$ cat src/rtl/reference_index_sequencer_pkg.sv
// Shared types and default geometry for the reference sample buffer and its
// index sequencer.
package reference_index_sequencer_pkg;

    typedef enum logic [1:0] {
        IDLE = 2'd0,
        RUN  = 2'd1,
        DONE = 2'd2
    } state_e;

    localparam int DEF_BUFFER_LENGTH = 10;
    localparam int DEF_BUFFER_BITS   = 4;

endpackage

$ cat src/rtl/reference_index_sequencer_mod.sv
// Modulo-length counter: load (out-of-range values load as 0), increment, and
// wrap from buffer_length-1 back to 0.
module mod_counter #(
    parameter int buffer_length = 10,
    parameter int buffer_bits   = 4
) (
    input  logic                   clk,
    input  logic                   rst_n,
    input  logic                   load,
    input  logic [buffer_bits-1:0] load_value,
    input  logic                   inc,
    output logic [buffer_bits-1:0] count,
    output logic                   at_last
);

    localparam logic [buffer_bits-1:0] last_idx = buffer_bits'(buffer_length - 1);
    localparam logic [buffer_bits-1:0] one      = buffer_bits'(1);

    logic [buffer_bits-1:0] count_q, count_d;

    assign at_last = (count_q == last_idx);
    assign count   = count_q;

    always_comb begin
        // NOTE: default first so every path assigns count_d and no latch is inferred.
        count_d = count_q;
        if (load) begin
            count_d = (load_value > last_idx) ? '0 : load_value;
        end else if (inc) begin
            count_d = at_last ? '0 : count_q + one;
        end
    end

    always_ff @(posedge clk or negedge rst_n) begin
        // NOTE: state flops use non-blocking assignments so all registers update together.
        if (!rst_n) count_q <= '0;
        else        count_q <= count_d;
    end

endmodule

$ cat src/rtl/reference_index_sequencer.sv
// Plays out num_passes full sweeps of the reference buffer address space, each
// pass starting one index later than the previous (modulo buffer_length).
module reference_index_sequencer
    import reference_index_sequencer_pkg::*;
#(
    parameter int buffer_length = DEF_BUFFER_LENGTH,
    parameter int buffer_bits   = DEF_BUFFER_BITS,
    parameter int pass_bits     = 8
) (
    input  logic                   clk,
    input  logic                   rst_n,
    input  logic                   start,
    input  logic [buffer_bits-1:0] start_offset,
    input  logic [pass_bits-1:0]   num_passes,
    input  logic                   m_axis_index_tready,
    output logic                   m_axis_index_tvalid,
    output logic [buffer_bits-1:0] m_axis_index_tdata,
    output logic                   m_axis_index_tlast,
    output logic [pass_bits-1:0]   pass_index,
    output logic                   busy,
    output logic                   done
);

    localparam logic [buffer_bits-1:0] last_idx = buffer_bits'(buffer_length - 1);
    localparam logic [buffer_bits-1:0] one_b    = buffer_bits'(1);
    localparam logic [pass_bits-1:0]   one_p    = pass_bits'(1);

    state_e                 state_q, state_d;
    logic [pass_bits-1:0]   passes_q, passes_d;
    logic [pass_bits-1:0]   pass_index_q, pass_index_d;
    logic [buffer_bits-1:0] beat, base, room;
    logic                   beat_last, base_last;
    logic                   beat_load, beat_inc, base_load, base_inc;
    logic                   accept, final_pass, running;

    mod_counter #(.buffer_length(buffer_length), .buffer_bits(buffer_bits)) u_beat (
        .clk        (clk),
        .rst_n      (rst_n),
        .load       (beat_load),
        .load_value ('0),
        .inc        (beat_inc),
        .count      (beat),
        .at_last    (beat_last)
    );

    mod_counter #(.buffer_length(buffer_length), .buffer_bits(buffer_bits)) u_base (
        .clk        (clk),
        .rst_n      (rst_n),
        .load       (base_load),
        .load_value (start_offset),
        .inc        (base_inc),
        .count      (base),
        .at_last    (base_last)
    );

    assign running    = (state_q == RUN);
    assign accept     = running && m_axis_index_tready;
    assign final_pass = (pass_index_q == (passes_q - one_p));

    always_comb begin
        state_d      = state_q;
        passes_d     = passes_q;
        pass_index_d = pass_index_q;
        beat_load    = 1'b0;
        beat_inc     = 1'b0;
        base_load    = 1'b0;
        base_inc     = 1'b0;
        case (state_q)
            IDLE: begin
                if (start) begin
                    if (num_passes != '0) begin
                        state_d      = RUN;
                        passes_d     = num_passes;
                        pass_index_d = '0;
                        beat_load    = 1'b1;
                        base_load    = 1'b1;
                    end else begin
                        state_d = DONE;
                    end
                end
            end
            RUN: begin
                if (accept) begin
                    beat_inc = 1'b1;
                    if (beat_last) begin
                        if (final_pass) begin
                            state_d = DONE;
                        end else begin
                            pass_index_d = pass_index_q + one_p;
                            base_inc     = 1'b1;
                        end
                    end
                end
            end
            DONE:    state_d = IDLE;
            default: state_d = IDLE;
        endcase
    end

    always_ff @(posedge clk or negedge rst_n) begin
        if (!rst_n) begin
            state_q      <= IDLE;
            passes_q     <= '0;
            pass_index_q <= '0;
        end else begin
            state_q      <= state_d;
            passes_q     <= passes_d;
            pass_index_q <= pass_index_d;
        end
    end

    // Both base and beat are < buffer_length, so (base+beat) mod length needs at
    // most one subtraction; room is how far base can advance before wrapping.
    assign room = last_idx - base;

    assign m_axis_index_tvalid = running;
    assign m_axis_index_tdata  = !running      ? '0 :
                                 (beat > room) ? (beat - room - one_b) :
                                                 (base + beat);
    assign m_axis_index_tlast  = running && beat_last;
    assign pass_index          = pass_index_q;
    assign busy                = (state_q != IDLE);
    assign done                = (state_q == DONE);

endmodule

$ cat config.mk
export PLATFORM = sky130hd
export DESIGN_NAME = reference_index_sequencer
export DESIGN_NICKNAME = d
export VERILOG_FILES = /design/src/rtl/reference_index_sequencer_pkg.sv /design/src/rtl/reference_index_sequencer_mod.sv /design/src/rtl/reference_index_sequencer.sv
export SDC_FILE = /design/constraint.sdc
export NUM_CORES = 1
export LEC_CHECK = 0
export ABC_AREA = 1
export BUFFER_PORTS_ARGS = -buffer_cell sky130_fd_sc_hd__buf_2
export CORE_AREA = 2 2 75 77
export DETAILED_ROUTE_END_ITERATION = 16
export DIE_AREA = 0 0 77 79
export GPL_TIMING_DRIVEN = 0
export PLACE_DENSITY_LB_ADDON = 0.08
export SLEW_MARGIN = 30
export SYNTH_ARGS = -nofsm -noshare
export SYNTH_HDL_FRONTEND = slang
export SYNTH_SLANG_ARGS = --single-unit
$ cat constraint.sdc
create_clock -name clk -period 2.6 [get_ports clk]
set_clock_uncertainty 0.1 [all_clocks]
set_input_delay 0.52 -clock clk [delete_from_list [all_inputs] [get_ports clk]]
set_output_delay 0.52 -clock clk [all_outputs]
set_load 0.005 [all_outputs]
==> flow_summary.ini, run 1 <==
[setup_path]
reg2reg_from = passes_q[0]
crit_slowest_cell = dfrtp_2
r2r_cells = 12
crit_arrival_ns = 1.98
startpoint = u_base.count[1]
cp_cell_sequence = inv_4 > ha_4 > xnor2_4 > ha_4 > nand3_1 > nand2_1 > nand2_2 > inv_4 > o21ai_2 > a31oi_1 > buf_2
cp_top_family = adder cells
critPathBufInv = 3
crit_path_end = m_axis_index_tdata[2]
cp-start-kind = flop
critPathKind = flop to output pin
ff2ff_setup_slack_ns = 0.51
regToRegEndpoint = u_base.count[1]
slowest_delay_ns = 0.41
path_max_fanout = 4
end_kind = output pin
worstPathRequired_ns = 1.98
path_depth = 11

[layout]
diodes = 0
layout_commonest_cell = nand2_1
final_cell_mix = nand2_1, inv_1, nor2_1
nets = 373
area_growth_pct = 22.3
final_cells = 414
layout-drive-gt1-share_pct = 21.3
fin_area_um2 = 2530

[placement]
place_congestion = 0.823
detailed_place.area_um2 = 2310
dp.cells = 405
portBuffers = 31
dp_hpwl_um = 3800

[drt]
wl_per_cell_um = 12.3
drcViolationCount = 0
antenna_left = 0
viasPerCell = 4.68
drtIter0Drc = 100
via_count = 1938
dr.pass1.iters = 4
routed_wl_um = 5100

[cts]
cts_tree = built
clock_path_buffers = 2
clock-sinks = 26
insertion_delay_ns = 0.28
clkTransAtPathRegs_ns = 0.10
cts_root_buf = clkbuf_8
cts_made_buffers = 3
h-tree-depth = 1

[logic_synthesis]
yosysSeqAreaShare_pct = 31.5
yosysWarnings = 0
synth_area_leaders = dfrtp_1, nand2_1, inv_1
synth_top_area_cell = dfrtp_1
synth_cell_type_count = 29
syn-num-nets = 332
synth_seq_cells = 26
synth_area_um2 = 2070
netlist.area_leader.share_pct = 31.5
synthCells = 302
synth_area_per_cell_um2 = 6.84

[status]
outcome = finished clean

[global_routing]
antenna_found_initial = 0
grt_max_degree = 27
grt_first_pass_wirelength_um = 9190
track_usage_pct = 18.7
grt.overflow.total = 0
grt_pass1_vias = 1913

[power_and_ir_drop]
vdd_drop_max_mv = 1.00
power_per_cell_area_nw_per_um2 = 1130
p_leak_nw = 1.35
p_total_mw = 2.85

[min_path]
hold_class = input port to async pin

[floorplanning]
die_w_um = 77
io_pins = 32
die-area_um2 = 6080
core_area_um2 = 5340
rows = 27
die_y_um = 79
initial_core_util_pct = 38.7

[sta]
fin_crit_sh_pct = 100
setup_viol = 0
worst_slew_pin_slew_ns = 0.624
slew_headroom_pct = 58.4
slew_violations = 0
hold_viol = 0
rsz0062_at_grt = true
final_period_minus_worst_setup_slack_ns = 2.60
max_freq_ghz = 0.385

[job]
cap_viol_max_count = 0
[report_power, final]
| group | switching, mW | leakage, nW | total (mW) | internal (mW) |
|---|---|---|---|---|
| sequential | 0.223 | 0.326 | 0.754 | 0.531 |
| clock | 0.141 | 0.0357 | 0.347 | 0.206 |
| combinational | 0.894 | 0.991 | 1.75 | 0.854 |
[kinds of logic (layout without fill, tap and decap cells)]
family / after synthesis / after routing / synth area share, %
and+or+nand+nor: 163 / 163 / 33.7
buffers and inverters: 51 / 91 / 9.93
AOI/OAI and AO/OA: 30 / 30 / 8.00
DFF: 26 / 26 / 31.5
xor gates and xnor gates: 18 / 18 / 7.63
adders and majority gates: 14 / 14 / 9.21
[worst min path at each step]
stage | endpoint | from
2_1_floorplan | pass_index[0] | rst_n
3_3_place_gp | state_q[1] | state_q[1]
3_5_place_dp | state_q[1] | state_q[1]
4_1_cts | pass_index[5] | rst_n
5_1_grt | pass_index[6] | rst_n
6_report | pass_index[5] | rst_n
[routing by layer]
layer	up-vias	wire, um	share of wire, %	GRT usage (%)
li1	1029	-	-	-
met1	878	2440	48	25.2
met2	26	2480	49	32.1
met3	5	146	2.9	2.50
met4	0	40	0.78	4.46
met5	-	0	0	0
[cell usage after synthesis]
cell type  number
inv_1          41
o22ai_1         1
clkbuf_1        3
nand3_1        27
nand3_2         1
a21oi_1         6
or2_2           1
a31oi_1         1
buf_4           1
nand4_1         7
xor2_1         10
o21bai_1        4
nand3b_1        1
a21boi_0        1
o21ai_0        13
nor3b_1         1
dfrtp_1        26
nand2_1        81
nor2_1         36
nor3_1          2
buf_6           1
o21ai_1         4
nor2_2          4
inv_2           3
fa_1            2
xnor2_1         8
ha_1           12
buf_2           2
nand2_2         2
[flip-flops by register name, summed over array words and instances (netlist names)]
name          flops
state_q           2
pass_index        8
u_base.count      4
passes_q          8
u_beat.count      4
[worst reg2reg max path: stages (launching register included)]
cell,delay (ns)
dfrtp_1,0.45
inv_2,0.12
ha_1,0.22
nand2_1,0.10
nor2_1,0.17
nand2_1,0.07
nand2_1,0.06
nand2_1,0.06
nor2_2,0.16
nand3_2,0.11
buf_2,0.21
nand3_1,0.08
nand2_1,0.06
[through the flow]
step	util, %	hold WS, ns	setup slack (ns)	TNS, ns
final	47.3	0.142	0.00104	0
after global routing	47.3	0.188	-0.100	-0.276
after CTS	46.1	0.160	-0.0251	-0.0407
after detailed placement	43.3	0.344	-0.0990	-0.157
after global placement	43.3	0.341	-0.0751	-0.149
after floorplan	-	0.124	0.240	0
[final cells by class]
type,instances,area (um^2)
clock buffer,3,41.3
buffer,6,36.3
timing repair buffer,37,200
fill,574,2810
tap,72,90.1
clock inverter,1,30.0
inverter,44,170
multi-input combinational,225,1300
sequential,26,657
[what timing repair did]
action,4_1_cts,5_1_grt
pin swaps,4,3
hold buffers,0,0
buffers inserted,5,1
gates resized for setup,15,8
endpoints found under the setup margin,3,3
(Power assumes the default switching activity.)
==> inputs of run 2 (changes only) <==
--- a/config.mk
+++ b/config.mk
@@ -5,14 +5,12 @@
 export SDC_FILE = /design/constraint.sdc
 export NUM_CORES = 1
 export LEC_CHECK = 0
-export ABC_AREA = 1
 export BUFFER_PORTS_ARGS = -buffer_cell sky130_fd_sc_hd__buf_2
-export CORE_AREA = 2 2 75 77
+export CORE_AREA = 2 2 69 71
 export DETAILED_ROUTE_END_ITERATION = 16
-export DIE_AREA = 0 0 77 79
+export DIE_AREA = 0 0 71 73
 export GPL_TIMING_DRIVEN = 0
 export PLACE_DENSITY_LB_ADDON = 0.08
-export SLEW_MARGIN = 30
 export SYNTH_ARGS = -nofsm -noshare
 export SYNTH_HDL_FRONTEND = slang
 export SYNTH_SLANG_ARGS = --single-unit
==> flow_summary.ini, run 2 <==
[floorplanning]
io_pins = 32
initial_core_util_pct = 42.8
die-area_um2 = 5180
core_area_um2 = 4540
die_y_um = 73
rows = 25
die_w_um = 71

[setup_path]
end_kind = output pin
crit_arrival_ns = 2.07
slowest_delay_ns = 0.39
ff2ff_setup_slack_ns = 0.14
cp-start-kind = flop
worstPathRequired_ns = 1.98
reg2reg_from = passes_q[1]
critPathKind = flop to output pin
cp_cell_sequence = inv_2 > ha_4 > inv_2 > ha_4 > o21ai_2 > nand2b_1 > a21oi_2 > a41o_2 > xor2_1 > nor2_1 > buf_2
cp_top_family = adder cells
critPathBufInv = 3
crit_path_end = m_axis_index_tdata[1]
crit_slowest_cell = dfrtp_2
regToRegEndpoint = pass_index[3]
r2r_cells = 11
path_depth = 11
path_max_fanout = 5
startpoint = u_base.count[1]

[logic_synthesis]
synthCells = 232
synth_seq_cells = 26
synth_cell_type_count = 44
synth_ff_type = dfrtp_1
synth_commonest_cells = nand2_1, dfrtp_1, o21ai_0, a21oi_1, xnor2_1
synth_area_per_cell_um2 = 8.36
synth_area_um2 = 1940
yosysWarnings = 0
syn-num-nets = 262
async_flop_share_pct = 100
synth-edff-count = 0
synth.most_common_cell = nand2_1
yosysSeqAreaShare_pct = 33.5
netlist.area_leader.share_pct = 33.5
synth_top_area_cell = dfrtp_1
synth_area_leaders = dfrtp_1, ha_1, xnor2_1

[sta]
slew_headroom_pct = 60.0
slew_violations = 0
fin_crit_sh_pct = 103
worst_slew_pin_slew_ns = 0.601
rsz0062_at_grt = true
max_freq_ghz = 0.372
setup_viol = 3
final_period_minus_worst_setup_slack_ns = 2.69
hold_viol = 0
setup_slack_ns = -0.0857

[drt]
dr.pass1.iters = 4
drtIter0Drc = 133
routed_wl_um = 4560
wl_per_cell_um = 13.8
drcViolationCount = 0
via_count = 1745
antenna_left = 0
viasPerCell = 5.30

[power_and_ir_drop]
p_leak_nw = 1.05
power_per_cell_area_nw_per_um2 = 1300
p_int_mw = 1.74
vdd_drop_max_mv = 0.637
swShare_pct = 42.9
p_switching_mw = 1.31
combPwrFrac_pct = 64.0
pwr-share-clk_pct = 11.1
seqPwrFrac_pct = 24.9

[job]
cap_viol_max_count = 0

[layout]
layout-drive-gt1-share_pct = 24.4
fin_area_um2 = 2350
diodes = 0
final_cell_mix = nand2_1, buf_2, dfrtp_1
post-route-util_pct = 51.8
nets = 306
final.fill_count = 446
layout_commonest_cell = nand2_1
area_growth_pct = 21.1

[global_routing]
grt_pass1_vias = 1573
grt_first_pass_wirelength_um = 7530
grt.overflow.total = 0
track_usage_pct = 18.5
antenna_found_initial = 0
grt_max_degree = 27

[status]
outcome = finished with violations
violations = negative setup slack

[cts]
insertion_delay_ns = 0.27
postCtsHoldBufs = 0
cts_made_buffers = 3
clkTransAtPathRegs_ns = 0.09
cts_root_buf = clkbuf_8
clock-sinks = 26
cts_tree = built
clock_path_buffers = 2
h-tree-depth = 1

[placement]
portBuffers = 31
place_congestion = 0.771
detailed_place.area_um2 = 2160
place_ws_ns = -0.217
dp_hpwl_um = 3270

[min_path]
hold_class = input port to async pin
## run 2: stage by stage
stage          setup TNS [ns]  cells  total power, mW  hold slack [ns]
2_1_floorplan               0    232             1.96            0.124
3_3_place_gp           -0.642    317             2.40            0.377
3_5_place_dp           -0.697    317             2.41            0.389
4_1_cts                -0.331    327             2.94            0.162
5_1_grt                -0.590    329             3.34            0.183
6_report               -0.255    329             3.04            0.139
## run 2: final cells by class
class,instances,area [um^2],share of cell area [%]
buffer,7,37.5,1.60
inverter,13,48.8,2.08
clock buffer,3,41.3,1.76
tap,54,67.6,2.88
multi-input combinational,185,1250,53.1
timing repair buffer,40,223,9.48
clock inverter,1,30.0,1.28
sequential,26,654,27.8
## run 2: repair_timing
item / in CTS / in global routing
pin swaps: 9 / 2
endpoints found under the setup margin: 5 / 27
resized for setup: 9 / 6
setup buffers: 6 / 3
## run 2: how the worst min path moves through the flow
stage                           start             to  slack, ns  cells past startpoint
after floorplan                 rst_n  pass_index[0]       0.12                      0
after global placement    passes_q[7]    passes_q[7]       0.38                      2
after detailed placement  passes_q[7]    passes_q[7]       0.39                      2
after CTS                       rst_n  pass_index[7]       0.16                      1
after global routing            rst_n  pass_index[7]       0.18                      1
final                           rst_n  pass_index[7]       0.14                      1
## run 2: power groups by stage
stage	Sequential, mW	Combinational [mW]	Clock, mW
after floorplan	0.732	1.23	0
after global placement	0.799	1.60	0
after global routing	0.785	2.19	0.368
after CTS	0.754	1.84	0.350
final	0.757	1.95	0.338
after detailed placement	0.798	1.61	0
## run 2: cell families after synthesis
group,Yosys count,synth area share (%)
AOI/OAI and AO/OA,54,16.8
xor gates and xnor gates,18,8.12
adders and majority gates,14,9.80
buffers and inverters,21,4.64
DFF,26,33.5
muxes,1,0.580
and+or+nand+nor,98,26.5
## run 2: metal layers
metal | up-vias | global-route usage (%) | share of wire [%]
met1 | 810 | 26.7 | 51
met4 | 0 | 3.14 | 0.53
met3 | 2 | 3.45 | 3.9
li1 | 895 | - | -
met5 | - | 0 | 0
met2 | 38 | 29.4 | 44
## run 2: worst reg2reg max path, stage by stage (launching register included)
cell	delay [ns]
dfrtp_1	0.38
inv_1	0.07
ha_1	0.27
nor2b_1	0.16
or3_1	0.34
a31oi_1	0.16
and3_4	0.21
a31o_1	0.19
buf_6	0.14
buf_4	0.17
o21ai_0	0.09
a21oi_1	0.13
